[config.mk]
export PLATFORM = sky130hd
export DESIGN_NAME = cordic_iter_core
export DESIGN_NICKNAME = d
export VERILOG_FILES = /design/src/rtl/cordic_pkg.sv /design/src/rtl/cordic_microrot.sv /design/src/rtl/cordic_iter_core.sv
export SDC_FILE = /design/constraint.sdc
export NUM_CORES = 1
export LEC_CHECK = 0
export ABC_AREA = 1
export CAP_MARGIN = 5
export CORE_ASPECT_RATIO = 0.8
export CORE_UTILIZATION = 62
export DETAILED_ROUTE_END_ITERATION = 12
export HOLD_SLACK_MARGIN = 0.05
export PLACE_DENSITY_LB_ADDON = 0.08
export SLEW_MARGIN = 10
export SYNTH_ARGS = -nofsm -noshare
export SYNTH_HDL_FRONTEND = slang
export SYNTH_SLANG_ARGS = --single-unit
[constraint.sdc]
create_clock -name clk -period 4.8 [get_ports clk]
set_clock_uncertainty 0.05 [all_clocks]
set_input_delay 0.96 -clock clk [delete_from_list [all_inputs] [get_ports clk]]
set_output_delay 0.96 -clock clk [all_outputs]
set_load 0.01 [all_outputs]
[src/rtl/cordic_pkg.sv]
// cordic_pkg: shared constants, arctangent table, FSM states and angle clamp for the CORDIC core
package cordic_pkg;

    localparam int W = 18;
    localparam logic [W-1:0] K_INIT = 18'h09B75;
    localparam logic signed [7:0] ANGLE_MAX = 8'sd100;

    localparam logic [W-1:0] ATAN [16] = '{
        18'd51472, 18'd30386, 18'd16055, 18'd8150,
        18'd4091,  18'd2047,  18'd1024,  18'd512,
        18'd256,   18'd128,   18'd64,    18'd32,
        18'd16,    18'd8,     18'd4,     18'd2
    };

    typedef enum logic [1:0] {IDLE, ROT, DONE} state_t;

    // Keeps the rotation target inside the +/-pi/2 convergence range
    function automatic logic signed [7:0] clamp_angle(input logic signed [7:0] a);
        return (a > ANGLE_MAX) ? ANGLE_MAX : (a < -ANGLE_MAX) ? -ANGLE_MAX : a;
    endfunction

endpackage

[src/rtl/cordic_microrot.sv]
// cordic_microrot: one combinational rotation-mode CORDIC step
import cordic_pkg::*;

module cordic_microrot (
    input  logic signed [W-1:0] x,
    input  logic signed [W-1:0] y,
    input  logic signed [W-1:0] z,
    input  logic        [3:0]   sh,
    input  logic signed [W-1:0] atan,
    output logic signed [W-1:0] xn,
    output logic signed [W-1:0] yn,
    output logic signed [W-1:0] zn
);

    logic signed [W-1:0] xs, ys;
    logic pos;

    always_comb begin
        xs  = x >>> sh;
        ys  = y >>> sh;
        pos = ~z[W-1];
        xn  = pos ? x - ys : x + ys;
        yn  = pos ? y + xs : y - xs;
        zn  = pos ? z - atan : z + atan;
    end

endmodule

[src/rtl/cordic_iter_core.sv]
// cordic_iter_core: iterative rotation-mode CORDIC producing Q1.16 cos/sin of an 8-bit angle
import cordic_pkg::*;

module cordic_iter_core #(
    parameter int ITER = 16
) (
    input  logic         clk,
    input  logic         rst_n,
    input  logic         in_valid,
    output logic         in_ready,
    input  logic [7:0]   angle_in,
    output logic         out_valid,
    input  logic         out_ready,
    output logic [W-1:0] cos_out,
    output logic [W-1:0] sin_out
);

    state_t state, state_nxt;
    logic [4:0] cnt;
    logic signed [W-1:0] x, y, z, xn, yn, zn;
    logic last;

    cordic_microrot u_rot (
        .x    (x),
        .y    (y),
        .z    (z),
        .sh   (cnt[3:0]),
        .atan (ATAN[cnt[3:0]]),
        .xn   (xn),
        .yn   (yn),
        .zn   (zn)
    );

    // The cycle after the final micro-rotation registers the result
    always_comb begin
        last      = cnt == 5'(ITER);
        in_ready  = (state == IDLE) && rst_n;
        out_valid = state == DONE;
        state_nxt = state;
        if (state == IDLE && in_valid)
            state_nxt = ROT;
        else if (state == ROT && last)
            state_nxt = DONE;
        else if (state == DONE && out_ready)
            state_nxt = IDLE;
    end

    always_ff @(posedge clk) begin
        if (!rst_n) begin
            state   <= IDLE;
            cnt     <= '0;
            x       <= '0;
            y       <= '0;
            z       <= '0;
            cos_out <= '0;
            sin_out <= '0;
        end else begin
            state <= state_nxt;
            if (state == IDLE && in_valid) begin
                cnt <= '0;
                x   <= K_INIT;
                y   <= '0;
                z   <= {clamp_angle(angle_in), 10'b0};
            end else if (state == ROT && last) begin
                cos_out <= x;
                sin_out <= y;
            end else if (state == ROT) begin
                cnt <= cnt + 5'd1;
                x   <= xn;
                y   <= yn;
                z   <= zn;
            end
        end
    end

endmodule

==> results of run 1 <==
## how the worst min path moves through the flow
stage | startpoint | cells past startpoint | slack (ns) | to
2_1_floorplan | y[0]$_SDFFE_PP0P_ | 2 | 0.41 | sin_out[0]$_SDFFE_PN0P_
3_3_place_gp | z[0]$_SDFFE_PP0P_ | 2 | 0.43 | z[0]$_SDFFE_PP0P_
6_report | z[12]$_SDFFE_PN0P_ | 2 | 0.45 | z[12]$_SDFFE_PN0P_
4_1_cts | z[16]$_SDFFE_PN0P_ | 2 | 0.45 | z[16]$_SDFFE_PN0P_
5_1_grt | z[16]$_SDFFE_PN0P_ | 2 | 0.47 | z[16]$_SDFFE_PN0P_
3_5_place_dp | z[12]$_SDFFE_PN0P_ | 2 | 0.44 | z[12]$_SDFFE_PN0P_
## where the power goes
| group | internal, W | switching, W |
|---|---|---|
| combinational | 0.000688 | 0.00123 |
| sequential | 0.000860 | 0.0000804 |
| clock | 0.000375 | 0.000391 |
## sequential cells by signal (all words and copies together), names as in the netlist
| name | flops |
|---|---|
| cnt | 5 |
| x | 18 |
| state | 2 |
| y | 18 |
| sin_out | 18 |
| z | 18 |
| cos_out | 18 |
## layout by cell type (no fill, tap or decap), drive strengths merged, types with 5 or more instances in the layout
cell,Yosys,layout
nand3,147,147
nand4,6,6
xor2,50,50
nand2,320,320
inv,157,161
a21oi,141,141
o31ai,8,8
ha,63,63
a21o,6,6
nor3,12,12
clkbuf,34,9
dfxtp,97,97
buf,23,22
o221ai,5,5
nor2,124,124
clkdlybuf4s50,0,49
o21ai,131,131
o211ai,8,8
xnor2,26,26
a31oi,14,14
## Yosys cell counts (all sizes together), types with 3 or more instances
library cell | instances | share of area [%]
fa | 3 | 0.69
nor3 | 12 | 0.80
a21oi | 141 | 8.3
or2 | 4 | 0.29
a211oi | 4 | 0.34
nand3 | 147 | 8.5
xnor2 | 26 | 2.6
nand2 | 320 | 14
a31oi | 14 | 1.0
nor2 | 124 | 5.5
ha | 63 | 9.0
clkbuf | 34 | 1.5
o211ai | 8 | 0.69
a21o | 6 | 0.52
inv | 157 | 6.8
buf | 23 | 1.7
xor2 | 50 | 5.0
o21ai | 131 | 7.5
a21boi | 4 | 0.34
o31ai | 8 | 0.75
o311ai | 3 | 0.30
nand4 | 6 | 0.43
o221ai | 5 | 0.50
a221oi | 3 | 0.30
dfxtp | 97 | 22
## cell families (layout without fill, tap and decap cells)
| kind of cell | Yosys count | in the layout |
|---|---|---|
| AOI/OAI and AO/OA | 329 | 329 |
| xor gates and xnor gates | 76 | 76 |
| adders and majority gates | 66 | 66 |
| buffers and inverters | 215 | 245 |
| DFF | 97 | 97 |
| and+or+nand+nor | 618 | 618 |
## critical path: stages (launching register included)
cell,delay [ns]
dfxtp_1,0.37
inv_4,0.16
buf_4,0.22
nand3_1,0.20
nand3_1,0.16
nand3_1,0.13
nand2_1,0.15
ha_1,0.18
nand2_1,0.07
nor2_2,0.14
nand3_2,0.10
nor2_2,0.15
nand2_1,0.10
or3_1,0.33
nand3_1,0.08
nand2_1,0.06
ha_1,0.28
inv_1,0.08
nor3_2,0.23
nand2_1,0.11
or2_2,0.30
o311ai_1,0.13
buf_4,0.20
nand3_1,0.09
nand2_1,0.07
nor2_1,0.04
nor2_1,0.09
nor2_1,0.05
## what timing repair did
action | CTS | global route
hold buffers | 0 | 0
endpoints found under the hold margin | 0 | 0
gates resized for setup | 0 | 17
setup endpoints to repair | 0 | 11
## per-layer routing
metal	track usage, %	up-vias
li1	-	4722
met1	54.5	4306
met2	54.2	488
met3	11.3	56
met4	11.3	0
met5	0	-
## metrics by stage
step	instances	worst slack [ns]	cell area [sq um]	setup TNS [ns]
after detailed placement	1595	0.167	9350	0
after floorplan	1401	0.947	8720	0
after CTS	1611	0.00579	9660	0
after global routing	1611	-0.00281	9700	-0.00281
final	1611	0.350	9700	0
after global placement	1595	0.157	9350	0
## final cells by class
type	instances	share of cell area, %
flip-flops and latches	97	20.1
repair buffers	71	6.93
clock buffers	9	2.32
multi-input cells	1089	61.3
inverters	158	6.19
clock inverters	7	0.864
well taps	180	2.32
==> results_dict.tcl, run 1 <==
set metrics [dict create \
    synthCells 1401 \
    slew_headroom_pct 24.3 \
    final-setup-viol-count 0 \
    grt_start_max_net_pins 69 \
    synth_compound_area_share_pct 20.7 \
    clockRootBuffer "clkbuf_16" \
    synth-adder-area-share_pct 9.73 \
    wl_met3_um 3250 \
    die_y_um 108 \
    maxSlewViolCount 0 \
    syn-num-nets 1479 \
    grt_pass1_vias 8287 \
    synth_seq_cells 97 \
    drive_gt1_share_pct 4.75 \
    drv_cap 0 \
    clock_path_buffers 2 \
    wl_um 27100 \
    end_kind "flip-flop" \
    synth_xor_area_share_pct 7.63 \
    post_drt_wl_per_cell_um 16.8 \
    ys.flop_type "dfxtp_1" \
    clkTransAtPathRegs_ns 0.08 \
    final_core_util_pct 71.1 \
    start_kind "flip-flop" \
    grt_pass1_wl_um 43000 \
    critPathRequiredTime_ns 5.02 \
    num-nets-final 1504 \
    drt_drc_violations_left 0 \
    io_buffers 49 \
    status "completed" \
    wl_met1_um 12500 \
    hold_viol_final 0 \
    holdWs_ns 0.450 \
    pin_count 50 \
    ys_seq_area_share_pct 22.3 \
    p_per_area_nw_per_um2 374 \
    synth_cell_types 45 \
    start_util_pct 63.9 \
    r2r_slack_ns 0.35 \
    synth_edf_count 0 \
    vias_per_cell 5.94 \
    period_share_pct 92.7 \
    synth_top_family_by_area "simple AND/OR/NAND/NOR gates" \
    synthesis.area_sq_um 8720 \
    dieArea_sq_um 14500 \
    htree_levels 3 \
    cts.sinks 97 \
    cp_data_arrival_time_ns 4.67 \
    yosys.area_share.simple_pct 29.7 \
    die_width_um 135 \
    antenna_found_initial 0 \
    critPathCapture "y[17]$_SDFFE_PP0P_" \
    hold_class "reg2reg" \
    place.gp.congestion 1.05 \
    rows 38 \
    r2r_cells 27 \
    avgSynthCellArea_sq_um 6.23 \
    antenna_cells 0 \
    vdd_drop_max_uv 216 \
    cts_inserted_buffers 9 \
    muxShareOfSynthArea_pct 0 \
    worst_pin_slew_ns 1.13 \
    fin_crit_ns 4.45 \
    seq_area_sq_um 1950 \
    startpoint "cnt[1]$_SDFFE_PP0P_" \
    first_pass_iters 7 \
    top_layer "met4" \
    total_power_w 0.00363 \
    critPathKind "reg2reg" \
    hpwl_um 20600 \
    rr_endpoint "y[17]$_SDFFE_PP0P_" \
    track_usage_pct 38.0 \
    fp.coreArea_sq_um 13600 \
    p_leak_nw 4.87 \
    area_growth_pct 11.2 \
    async_flop_share_pct 0 \
    overflow 0 \
    multiInputGateArea_sq_um 5940 \
    num_vias 9572 \
    cts_tree "yes" \
    clock_latency_ns 0.37 \
    fillers 1263 \
    antenna_left 0 \
    drt-initial-drc-count 933 \
    cp_max_fo 14 \
    yosysWarnings 0 \
    wl_met2_um 10800 \
    r2r_start "cnt[1]$_SDFFE_PP0P_" \
    max_freq_mhz 225 \
    postCtsSetupBuffers 0 \
]
(Power assumes the default switching activity.)
==> run 2, diff against run 1 <==
CORE_ASPECT_RATIO = 0.9   (was 0.8)
==> results_dict.tcl, run 2 (synthesis gave the netlist of run 1 again) <==
set metrics [dict create \
    critPathRequiredTime_ns 5.04 \
    dieArea_sq_um 14500 \
    seqPwrFrac_pct 26.2 \
    grt_pass1_vias 8336 \
    pin_count 50 \
    clock_path_buffers 2 \
    antenna_cells 0 \
    maxSlewViolCount 0 \
    post_drt_wl_per_cell_um 15.9 \
    cp_data_arrival_time_ns 4.70 \
    r2r_slack_ns 0.33 \
    final-setup-viol-count 0 \
    grt_pass1_wl_um 41300 \
    max_freq_mhz 224 \
    cts_resized 0 \
    track_usage_pct 35.9 \
    drive_gt1_share_pct 4.13 \
    r2r_start "cnt[0]$_SDFFE_PP0P_" \
    area_growth_pct 10.1 \
    final_common_cell "nand2_1" \
    timing.final.ws_setup_ns 0.334 \
    slew_headroom_pct 21.0 \
    final_cell_mix "nand2_1, inv_1, nand3_1" \
    hold_start "z[0]$_SDFFE_PP0P_" \
    rr_endpoint "z[17]$_SDFFE_PN0P_" \
    status "completed" \
    dpl_worst_slack_ns 0.307 \
    vdd_drop_max_uv 211 \
    clkTransAtPathRegs_ns 0.08 \
    cp_max_fo 40 \
    die_width_um 127 \
    drt-initial-drc-count 1001 \
    hpwl_um 19100 \
    num-nets-final 1502 \
    grt-busiest-layer "met2" \
    io_buffers 49 \
    met2_usage_pct 54.3 \
    drt_drc_violations_left 0 \
    power.internal_w 0.00192 \
    cts.sinks 97 \
    hold_viol_final 0 \
    antenna_left 0 \
    fin_crit_ns 4.47 \
    rsz0062_at_grt "yes" \
    wl_um 25300 \
    cts_tree "yes" \
    min_path_cells 2 \
    hold_end "z[0]$_SDFFE_PP0P_" \
    start_kind "flip-flop" \
    place.gp.congestion 0.982 \
    max_stage_delay_ns 0.34 \
    overflow 0 \
    fp.coreArea_sq_um 13500 \
    clockPowerShare_pct 21.1 \
    p_leak_nw 4.85 \
    num_vias 9470 \
    cts_inserted_buffers 9 \
    rows 40 \
    clock_latency_ns 0.37 \
    die_y_um 115 \
    power_switching_w 0.00165 \
    end_kind "flip-flop" \
    vias_per_cell 5.93 \
    first_pass_iters 7 \
    drv_cap 0 \
    swShare_pct 46.2 \
    start_util_pct 64.5 \
    grt_start_max_net_pins 69 \
    postCtsSetupBuffers 0 \
    r2r_cells 25 \
    use_met3_pct 7.24 \
    critPathKind "reg2reg" \
    p_per_area_nw_per_um2 371 \
    worst_pin_slew_ns 1.18 \
    period_share_pct 93.0 \
    antenna_found_initial 0 \
    hold_class "reg2reg" \
    globalRouteMet1Util_pct 51.2 \
    total_power_w 0.00356 \
    pwr-share-comb_pct 52.7 \
    crit_path_top_delay_cell "dfxtp_1" \
    fin_area_sq_um 9610 \
    postCtsHoldBufs 0 \
    place_area_sq_um 9310 \
    htree_levels 3 \
    clockRootBuffer "clkbuf_16" \
]
-- run 2: worst max-delay path by stage --
| stage | from | endpoint | slack (ns) | cells after the start |
|---|---|---|---|---|
| 3_3_place_gp | cnt[0]$_SDFFE_PP0P_ | z[17]$_SDFFE_PN0P_ | 0.35 | 25 |
| 5_1_grt | cnt[0]$_SDFFE_PP0P_ | y[17]$_SDFFE_PP0P_ | -0.12 | 25 |
| 6_report | cnt[0]$_SDFFE_PP0P_ | z[17]$_SDFFE_PN0P_ | 0.33 | 25 |
| 3_5_place_dp | cnt[0]$_SDFFE_PP0P_ | z[17]$_SDFFE_PN0P_ | 0.31 | 25 |
| 2_1_floorplan | cnt[0]$_SDFFE_PP0P_ | z[14]$_SDFFE_PN0P_ | 0.95 | 21 |
| 4_1_cts | cnt[0]$_SDFFE_PP0P_ | z[17]$_SDFFE_PN0P_ | 0.21 | 25 |
-- run 2: area by class of cell --
cell class                      instances  area (sq um)
Inverter                              158           596
Clock inverter                          6          57.6
Clock buffer                           10           239
Multi-Input combinational cell       1089          5920
Timing Repair Buffer                   69           641
Tap cell                              168           210
Sequential cell                        97          1940
Fill cell                            1229          3910
-- run 2: per-layer routing --
metal  routed length, um  vias to the layer above  share of wire (%)
met5                   0                        -                  0
met4                 642                        0                2.5
met3                2360                       57                9.3
met2               10500                      458                 42
met1               11800                     4241                 47
li1                    -                     4714                  -
-- run 2: critical path, delay by kind of cell (launching register included) --
family	cells	cell delay [ns]
and+or+nand+nor	12	1.78
AOI/OAI and AO/OA	5	0.75
adders and majority gates	3	0.74
buffers and inverters	4	0.55
DFF	1	0.34
xor gates and xnor gates	1	0.18
-- run 2: metrics by stage --
step / util [%] / hold slack, ns / setup TNS [ns] / std cells
2_1_floorplan: - / 0.409 / 0 / 1401
3_3_place_gp: 68.9 / 0.426 / 0 / 1581
3_5_place_dp: 68.9 / 0.437 / 0 / 1581
4_1_cts: 71.1 / 0.451 / 0 / 1597
5_1_grt: 71.1 / 0.472 / -0.273 / 1597
6_report: 71.1 / 0.447 / 0 / 1597
-- run 2: power groups by stage --
stage	Sequential (W)	Clock [W]	Combinational, W
3_3_place_gp	0.000951	0	0.00179
3_5_place_dp	0.000950	0	0.00182
5_1_grt	0.000939	0.000783	0.00210
6_report	0.000935	0.000752	0.00188
4_1_cts	0.000931	0.000759	0.00184
2_1_floorplan	0.000919	0	0.00145
==> run 3, diff against run 2 <==
ABC_CLOCK_PERIOD_IN_PS = 4990   (was unset)
clock period = 4.99 ns   (was 4.8 ns; I/O delays follow)
==> results_dict.tcl, run 3 (synthesis gave the netlist of run 1 again) <==
set metrics [dict create \
    status "completed" \
    vias_per_cell 5.98 \
    first_pass_iters 6 \
    io_buffers 49 \
    rsz0062_at_grt "no" \
    p_leak_nw 4.84 \
    grt_start_max_net_pins 69 \
    crit_path_top_delay_cell "dfxtp_1" \
    globalRouteMet1Util_pct 51.4 \
    drive_gt1_share_pct 4.06 \
    cts_inserted_buffers 9 \
    post_drt_wl_per_cell_um 16.4 \
    worst_pin_slew_ns 1.16 \
    final_cell_mix "nand2_1, inv_1, nand3_1" \
    startpoint "cnt[1]$_SDFFE_PP0P_" \
    clock_path_buffers 2 \
    pin_count 50 \
    antenna_left 0 \
    final_common_cell "nand2_1" \
    clock_latency_ns 0.37 \
    met2_usage_pct 57.0 \
    cpMostUsedCell "nand2_1" \
    p_per_area_nw_per_um2 357 \
    hold_class "reg2reg" \
    num-nets-final 1500 \
    final-setup-viol-count 0 \
    max_stage_delay_ns 0.48 \
    postCtsSetupBuffers 0 \
    fin_crit_ns 4.59 \
    cp_max_fo 29 \
    hpwl_um 19700 \
    cts.sinks 97 \
    holdWs_ns 0.445 \
    timing.final.ws_setup_ns 0.398 \
    period_share_pct 92.0 \
    die_y_um 115 \
    grt-busiest-layer "met2" \
    drt-initial-drc-count 1115 \
    hold_viol_final 0 \
    rows 40 \
    antenna_found_initial 0 \
    cts_tree "yes" \
    end_kind "flip-flop" \
    hold_start "state[0]$_SDFFE_PN0P_" \
    drv_cap 0 \
    r2r_start "cnt[1]$_SDFFE_PP0P_" \
    htree_levels 3 \
    antenna_cells 0 \
    use_met3_pct 6.12 \
    num_vias 9531 \
    maxSlewViolCount 0 \
    wl_um 26100 \
    grt_pass1_vias 8338 \
    start_util_pct 64.5 \
    critPathKind "reg2reg" \
    drt_drc_violations_left 0 \
    clockRootBuffer "clkbuf_16" \
    overflow 0 \
    track_usage_pct 36.5 \
    dpl_worst_slack_ns 0.347 \
    fp.coreArea_sq_um 13500 \
    start_kind "flip-flop" \
    vdd_drop_max_uv 195 \
    tns_ns 0 \
    critPathRequiredTime_ns 5.24 \
    slew_headroom_pct 22.9 \
    grt_pass1_wl_um 41700 \
    dieArea_sq_um 14500 \
    max_freq_mhz 218 \
    area_growth_pct 10.2 \
    cp_data_arrival_time_ns 4.84 \
    place.gp.congestion 1.03 \
    clkTransAtPathRegs_ns 0.08 \
    die_width_um 127 \
]
[run 3: cell types whose count changed in the layout (fill, tap and decap cells not counted), sizes merged]
cell    before  now
buf         20   18
clkbuf      10    9
clkinv       3    5
inv        161  160
[run 3: worst paths after layout]
path                                end  slack [ns]  depth (start not counted)
setup / recovery     z[17]$_SDFFE_PN0P_        0.40                         25
hold / removal    state[0]$_SDFFE_PN0P_        0.45                          2
setup reg to reg     z[17]$_SDFFE_PN0P_        0.40                         25
hold reg to reg   state[0]$_SDFFE_PN0P_        0.45                          2
[run 3: layout make-up]
type | count | area, sq um
fill | 1213 | 3900
timing repair buffer | 67 | 626
clock inverter | 7 | 81.3
sequential | 97 | 1940
inverter | 158 | 601
clock buffer | 9 | 225
multi-input combinational | 1089 | 5930
tap | 168 | 210
[run 3: repair_timing]
item                       4_1_cts  5_1_grt
resized for setup                0        7
hold buffers                     0        0
setup endpoints to repair        0        5
[run 3: where the power goes]
group / switching [W] / leakage [nW] / internal, W
Sequential: 0.0000775 / 0.791 / 0.000827
Combinational: 0.00115 / 3.90 / 0.000653
Clock: 0.000369 / 0.150 / 0.000358
Total: 0.00159 / 4.84 / 0.00184
[run 3: metrics by stage]
step / cells / power, W / cell area, sq um / utilization, %
after floorplan: 1401 / 0.00228 / 8720 / -
after global placement: 1579 / 0.00264 / 9290 / 68.8
after detailed placement: 1579 / 0.00266 / 9290 / 68.8
after CTS: 1595 / 0.00338 / 9600 / 71.0
after global routing: 1595 / 0.00368 / 9610 / 71.1
final: 1595 / 0.00343 / 9610 / 71.1
[run 3: routing by layer]
layer	part of all wire, %	vias up
li1	-	4705
met1	46	4305
met2	42	474
met3	9.8	47
met4	2.0	0
met5	0	-
[run 3: worst max-delay path, delay by kind of cell, from the launching register on]
kind | cells | cell delay [ns]
buffers and inverters | 5 | 0.70
XOR/XNOR | 1 | 0.18
flip-flops | 1 | 0.48
AND/OR/NAND/NOR | 12 | 1.88
AO/OA/AOI/OAI | 5 | 0.74
adder cells (fa/ha/maj) | 2 | 0.48
